## src/rtl/q_max_sequencer.sv

```systemverilog
// q_max_sequencer: scans the N_ACT Q-values of one state, reports the max and its lowest argmax
module q_max_sequencer #(
    parameter int Q_W   = 16,
    parameter int N_ACT = 9,
    parameter int S_W   = 8
) (
    input  logic           clk,
    input  logic           rst_n,
    input  logic           start,
    input  logic [S_W-1:0] state_idx,
    output logic           busy,
    output logic           rd_en,
    output logic [S_W+3:0] rd_addr,
    input  logic [Q_W-1:0] rd_data,
    output logic           done,
    output logic [Q_W-1:0] max_q,
    output logic [3:0]     max_act
);
    localparam logic [3:0] LAST = 4'(N_ACT - 1);
    typedef enum logic [1:0] {IDLE, READ, DRAIN, DONE} state_t;
    state_t         state, state_d;
    logic [S_W-1:0] idx, idx_d;
    logic [3:0]     act, act_d, v_act, acc_act, cur_act;
    logic           v, take, busy_d, rd_en_d, done_d;
    logic [S_W+3:0] rd_addr_d;
    logic [Q_W-1:0] acc_q, cur_q;
    always_ff @(posedge clk) begin
        if (!rst_n) begin
            state   <= IDLE;
            idx     <= '0;
            act     <= '0;
            v       <= 1'b0;
            v_act   <= '0;
            acc_q   <= '0;
            acc_act <= '0;
            busy    <= 1'b0;
            rd_en   <= 1'b0;
            rd_addr <= '0;
            done    <= 1'b0;
            max_q   <= '0;
            max_act <= '0;
        end else begin
            state   <= state_d;
            idx     <= idx_d;
            act     <= act_d;
            v       <= rd_en;
            v_act   <= rd_addr[3:0];
            acc_q   <= cur_q;
            acc_act <= cur_act;
            busy    <= busy_d;
            rd_en   <= rd_en_d;
            rd_addr <= rd_addr_d;
            done    <= done_d;
            if (done_d) begin
                max_q   <= cur_q;
                max_act <= cur_act;
            end
        end
    end
    always_comb begin
        state_d = state;
        case (state)
            IDLE:    state_d = start ? READ : IDLE;
            READ:    state_d = (act == LAST) ? DRAIN : READ;
            DRAIN:   state_d = DONE;
            default: state_d = IDLE;
        endcase
    end
    // Outputs are computed from the next state so they can be registered without a cycle of lag.
    always_comb begin
        rd_en_d   = state_d == READ;
        busy_d    = state_d != IDLE;
        done_d    = state_d == DONE;
        act_d     = (state == READ && rd_en_d) ? act + 4'd1 : 4'd0;
        idx_d     = (state == IDLE && start) ? state_idx : idx;
        rd_addr_d = rd_en_d ? {idx_d, act_d} : '0;
        take      = v && (v_act == 4'd0 || rd_data > acc_q);
        cur_q     = take ? rd_data : acc_q;
        cur_act   = take ? v_act : acc_act;
    end
endmodule

```

## config.mk

```make
export PLATFORM = sky130hd
export DESIGN_NAME = q_max_sequencer
export DESIGN_NICKNAME = d
export VERILOG_FILES = /design/src/rtl/q_max_sequencer.sv
export SDC_FILE = /design/constraint.sdc
export NUM_CORES = 1
export LEC_CHECK = 0
export CAP_MARGIN = 10
export CORE_MARGIN = 3
export CORE_UTILIZATION = 45
export DETAILED_ROUTE_END_ITERATION = 12
export PLACE_DENSITY = 0.74
export SLEW_MARGIN = 10
export SYNTH_ARGS = -nofsm -noshare
export SYNTH_HDL_FRONTEND = slang
export SYNTH_SLANG_ARGS = --single-unit
```

## constraint.sdc

```tcl
create_clock -name clk -period 3.7 [get_ports clk]
set_input_delay 0.74 -clock clk [delete_from_list [all_inputs] [get_ports clk]]
set_output_delay 0.74 -clock clk [all_outputs]
set_load 0.05 [all_outputs]
```

======== Word-level counts from Yosys, hierarchy flattened ========
Cells that the tools add are included.
Widths: inputs -> output; s select.
word-level totals
  output and inout bits ................... 35
  bits of input ports ..................... 27
  flip-flop bits (word level) ............. 74
  logic and storage cells ................. 35
cells by class
  muxes and demuxes ....................... 7
  magnitude comparators ................... 1
  $add $sub $neg .......................... 1
  reductions and logical operators ........ 8
  equal/unequal tests ..................... 5
operators with widths
  cell                 number
  $gt 16x16->1         1
  $mux 16              1
  $mux 4               2
  $mux 8               1
  $pmux 2 s3           1
  $add 4x1->4 const B  1
  $eq 2x1->1 const B   2
  $eq 2x2->1 const B   2
  $eq 4x4->1 const B   1
  $logic_not 4->1      1
  $logic_and 1x1->1    3
  $logic_not 2->1      1
  $mux 2               1
  $reduce_and 2->1     1
  $reduce_bool 2->1    1
  $logic_or 1x1->1     1
  $mux 1               1

======== Longest topological paths before layout ========
Gate-level depths: netlist of run 1.
  depth after elaboration ................. 6
  depth in mapped cells ................... 9
  depth with buffers taken out ............ 8

======== Worst setup path before layout of run 1 ========
Ideal clock, no wire load.
  path kind ............................... input to register
  start point ............................. input rd_data[15]
  end point ............................... register max_q[10]
  slack ................................... 984 ps
  data arrival time ....................... 2,584 ps
  cell stages on the path ................. 8
  setup time .............................. 133 ps
  buffers on the path ..................... 1
  required time ........................... 3,567 ps
  cells stage by stage .................... ha_1 nand4_2 or4_4 a21o_1 a41oi_2 buf_6 mux2i_1 a21oi_1
on the way
  longest elaborated chain between the ends .. 4
ends and longest elaborated chain
  element               RTL line  RTL
  start, declared       14        input logic [Q_W-1:0] rd_data,
  $gt 16x16->1          77        take = v && (v_act == 4'd0 || rd_data > acc_q);
  $logic_or 1x1->1      77
  $logic_and 1x1->1     77
  $mux 16               78        cur_q = take ? rd_data : acc_q;
  end signal, assigned  55        max_q <= cur_q;
  end, declared         16        output logic [Q_W-1:0] max_q,
Every way passes these cells.
A chain may end at the register's enable or synchronous reset.

======== Worst setup path after layout of run 1 ========
Ends and elaborated chain as after synthesis.

==> results.toml, run 1 <==
[run_status]
status = "complete, no violations"

[logic_synthesis]
syn_avg_cell_area_um2 = 9.84
yosys_register_bits = 74
synth_cells = 289
yosys_warnings = 0
synth_edf_count = 0
netlist_area_um2 = 2840
synthArstFlopShare = 0
synth_ff_type = "dfxtp_1"
syn_nets = 334
synth_area_leader_cell = "dfxtp_1"
synth_top_area_frac = 0.521
yosys-top-cells-area = "dfxtp_1, mux2i_1, ha_1, nor2_1, a21oi_1"
yosysSeqAreaShare = 0.521
synth.distinct_cells = 36

[routing]
routed_via_density = 5.05
drt_iter0_drc = 69
first_pass_iters = 4
antenna_left = 0
routed_wl_um = 5900
vias = 2185
routedWlPerCell_um = 13.6
drc = 0

[sta]
fmax_mhz = 327
fin_crit_sh = 0.827
slew_headroom = 0.642
fin_skew_ns = 0.0115
setup_viol = 0
slew_violations = 0
rsz0062_at_grt = "no"
period_minus_slack_ns = 3.06
hold_viol_final = 0
tightest_slew_ns = 0.533
tns_ns = 0
fin_ws_ns = 0.639

[pwr]
peakVddDrop_mv = 0.307
power_leakage_uw = 0.00145
power.density_nw_per_um2 = 442
power_uw = 1650

[critical_path]
worst_ep_required_time_ns = 3.91
timing.rr.end = "max_q[10]"
critPathCaptureType = "register"
slowest_delay_ns = 0.57
reg2reg_from = "acc_q[15]"
cp_slowest_cell = "or4_4"
reg2reg_depth = 9
worstSetupPathType = "in2reg"
critical_path.startpoint = "rd_data[15]"
cp_cell_sequence = "clkdlybuf4s50_1 -> ha_1 -> nand4_2 -> or4_4 -> a21o_1 -> a41oi_2 -> buf_4 -> mux2i_1 -> a21oi_1"
r2r_slack_ns = 1.10
crit_end = "max_q[10]"
critPathArrivalTime_ns = 3.27
critPathLaunchType = "input port"
cp_max_fo = 13

[cts]
ctsHoldBuffers = 0
cts_resized = 0
clock_latency_ns = 0.34
cts_setup_buffers = 0
htree_num_levels = 3
cts_buffer_depth = 2
cts_tree = "yes"
cts.reportedPaths.clkPinSlew_ns = 0.07
root_buffer = "clkbuf_8"
cts.sinks = 74
cts_made_buffers = 9

[grt]
grt_remaining_overflow = 0
grt_pass1_vias = 2224
grt_use_total = 0.174
grt_max_degree = 41
antenna_found_initial = 0
grt_pass1_wl_um = 10100

[finish]
drive_gt1_frac = 0.0782
regArea_um2 = 1480
layout_common_cells = "dfxtp_1, clkdlybuf4s50_1, nor2_1"
instances_no_fill = 433
multi_input_area_um2 = 1220
layout.nets = 398
final_util = 0.620
area.growth.synth_to_final_pct = 31.3
nFillCells = 521
antenna_cells = 0
layout_commonest_cell = "dfxtp_1"

[flow_run]
maxCapViolCount = 0

[place]
io_buffers = 61
detailedPlace.worstSlack_ns = 0.297
hpwl_um = 4160
gp_congestion = 0.801
dp.cells = 417

[floorplanning]
die-height_um = 85.5
die_area_um2 = 7310
start_util = 0.472
io_pins = 62
fp.dieW_um = 85.5
coreArea_um2 = 6030
rows = 28

[min_path]
hp-class = "reg2reg"
==> layout make-up <==
| cell class | count | area share |
|---|---|---|
| clock inverter | 6 | 0.0174 |
| timing repair buffer | 68 | 0.178 |
| sequential | 74 | 0.397 |
| multi-input combinational | 181 | 0.327 |
| clock buffer | 10 | 0.0369 |
| inverter | 19 | 0.0191 |
| tap | 75 | 0.0251 |
==> state kept, by name, summed over array words and instances, names as in the netlist, 4 cells and up <==
name     count
acc_act      4
act          4
max_q       16
v_act        4
rd_addr     12
max_act      4
acc_q       16
idx          8
==> cell usage after synthesis, types with 2 or more instances <==
master and n:
inv_1 19, nand3_1 2, nand2_1 4, dfxtp_1 74, nand2b_1 2, mux2i_1 28, nand4_1 2, buf_6 2
and3_1 2, nor3_1 8, a21oi_1 27, nor2_1 41, clkbuf_1 12, and2_1 5, o21ai_0 21, ha_1 18
nor2b_1 3
==> per-layer routing <==
layer | share of wire | wire length, µm | track usage
met5 | 0 | 0 | 0
met3 | 0.031 | 185 | 0.0355
met2 | 0.49 | 2860 | 0.290
met4 | 0.018 | 107 | 0.0863
met1 | 0.46 | 2740 | 0.215
==> worst min path at each step <==
| stage | from | endpoint | slack (ns) | cells after the start |
|---|---|---|---|---|
| floorplan | act[0] | act[0] | 0.44 | 1 |
| global placement | rd_en | v | 0.46 | 1 |
| detailed placement | rd_addr[2] | v_act[2] | 0.46 | 1 |
| CTS | rd_en | v | 0.48 | 1 |
| global route | rd_en | v | 0.49 | 1 |
| finish | act[0] | act[0] | 0.48 | 1 |
==> stage by stage <==
stage	hold WS [ns]	instance area, µm²
after global routing	0.492	3730
final	0.478	3730
after global placement	0.458	3530
after detailed placement	0.463	3530
after floorplan	0.442	2840
after CTS	0.482	3730
==> power by group <==
group | switching [µW] | internal [µW]
clock | 304 | 331
sequential | 10.4 | 820
combinational | 102 | 82.6
==> cell families after synthesis <==
logic type,Yosys count,share of synthesized area
and+or+nand+nor,76,0.134
DFF,74,0.521
AOI/OAI and AO/OA,57,0.111
buffers and inverters,34,0.0502
muxes,28,0.0985
adders and majority gates,18,0.0792
xor gates and xnor gates,2,0.00616
==> critical path, delay by kind of cell <==
| family | cells | cell delay, ns |
|---|---|---|
| AOI/OAI and AO/OA | 3 | 0.48 |
| adders and majority gates | 1 | 0.33 |
| buffers and inverters | 2 | 0.71 |
| muxes | 1 | 0.29 |
| and+or+nand+nor | 2 | 0.72 |
(Power assumes the default switching activity.)
==> run 2: changes to the inputs <==
PLACE_DENSITY = 0.77   (was 0.74)
clock period = 2.5 ns   (was 3.7 ns; I/O delays follow)
==> results.toml, run 2 (synthesis results as in run 1) <==
[run_status]
status = "complete, but fails checks"
violations = "negative setup slack"

[routing]
first_pass_iters = 4
routed_wl_um = 6360
routedWlPerCell_um = 14.2
drc = 0
drt_iter0_drc = 68
vias = 2258
antenna_left = 0
routed_via_density = 5.05

[pwr]
power_uw = 2720
peakVddDrop_mv = 0.495
power.density_nw_per_um2 = 655
power_leakage_uw = 0.00159

[critical_path]
critical_path.startpoint = "rd_data[8]"
slowest_delay_ns = 0.52
worstSetupPathType = "in2reg"
reg2reg_from = "acc_q[5]"
crit_buf_inv = 2
crit_family = "simple AND/OR/NAND/NOR gates"
critPathLaunchType = "input port"
critPathCaptureType = "register"
cp_slowest_cell = "or4_4"
worst_ep_required_time_ns = 2.71
cp_max_fo = 6
critPathArrivalTime_ns = 2.73
cp_cell_sequence = "clkdlybuf4s15_1 -> ha_1 -> nand4_1 -> or4_4 -> a21o_1 -> a41oi_4 -> buf_8 -> mux2i_4 -> a21oi_1"

[cts]
cts.sinks = 74
cts_made_buffers = 9
cts.reportedPaths.clkPinSlew_ns = 0.08
cts_tree = "yes"
htree_num_levels = 3
cts_buffer_depth = 2
clock_latency_ns = 0.34
root_buffer = "clkbuf_8"

[grt]
antenna_found_initial = 0
grt_pass1_wl_um = 10000
grt_remaining_overflow = 0
grt_max_degree = 41
grt_use_total = 0.174
grt_pass1_vias = 2213

[finish]
layout.nets = 412
layout_commonest_cell = "dfxtp_1"
final_util = 0.688
area.growth.synth_to_final_pct = 45.8
drive_gt1_frac = 0.212
reg.largest.list = "acc_q (16), max_q (16), rd_addr (12)"
antenna_cells = 0
layout_common_cells = "dfxtp_1, clkdlybuf4s50_1, nor2_1"

[place]
gp_congestion = 0.879
io_buffers = 61
hpwl_um = 4190

[sta]
fin_crit_sh = 1.01
period_minus_slack_ns = 2.52
fin_ws_ns = -0.0249
fin_skew_ns = 0.0104
tightest_slew_ns = 0.563
slew_violations = 0
rsz0062_at_grt = "yes"
setup_viol = 4
hold_viol_final = 0
tns_ns = -0.0386
fmax_mhz = 396
slew_headroom = 0.622

[min_path]
min_from = "rd_addr[0]"
hp-class = "reg2reg"

[floorplanning]
die-height_um = 85.5
fp.dieW_um = 85.5
coreArea_um2 = 6030
rows = 28
die_area_um2 = 7310
start_util = 0.472
io_pins = 62

[flow_run]
maxCapViolCount = 0
==> run 2: cell types whose count changed in the layout (fill, tap and decap cells not counted), moves of 5 or more <==
cell             delta
buf_4              +10
clkdlybuf4s50_1    -12
dfxtp_1             -8
dfxtp_2             +8
ha_1                -5
ha_4                +5
mux2i_1            -13
mux2i_4            +11
==> run 2: final timing paths <==
path / slack, ns / depth (start not counted) / end
max: -0.02 / 9 / max_q[3]
max reg2reg: 0.01 / 9 / max_q[3]
min: 0.48 / 1 / v_act[0]
min reg2reg: 0.48 / 1 / v_act[0]
==> run 2: what timing repair did <==
item	in CTS	in global routing
resized for setup	28	50
hold buffers	0	0
setup buffers	0	3
pin swaps	12	17
endpoints found under the setup margin	40	36
==> run 2: cell type report <==
cell class	instances	area, µm²
clock buffers	12	155
clock inverters	4	97.6
fillers	453	1880
inverters	19	71.3
multi-input cells	181	1470
flip-flops and latches	74	1490
well taps	75	93.8
repair buffers	82	769
==> run 2: power by group <==
group	total [µW]	internal [µW]	switching [µW]
combinational	337	161	176
sequential	1240	1210	20.5
clock	1140	718	426
total	2720	2090	622
==> run 2: per-layer routing <==
metal  vias up  wire length [µm]  GRT usage
met5         -                 0          0
li1       1142                 -          -
met1      1064              2850      0.213
met4         0                51     0.0705
met3         8               262     0.0557
met2        44              3200      0.283
==> run 2: metrics by stage <==
step	setup slack, ns	hold slack (ns)	cell area [µm²]	instances
5_1_grt	-0.0892	0.490	4150	447
3_5_place_dp	-0.571	0.463	3610	428
2_1_floorplan	0.0236	0.442	2840	289
4_1_cts	0.000530	0.481	3960	444
3_3_place_gp	-0.537	0.452	3610	428
6_report	-0.0249	0.478	4150	447
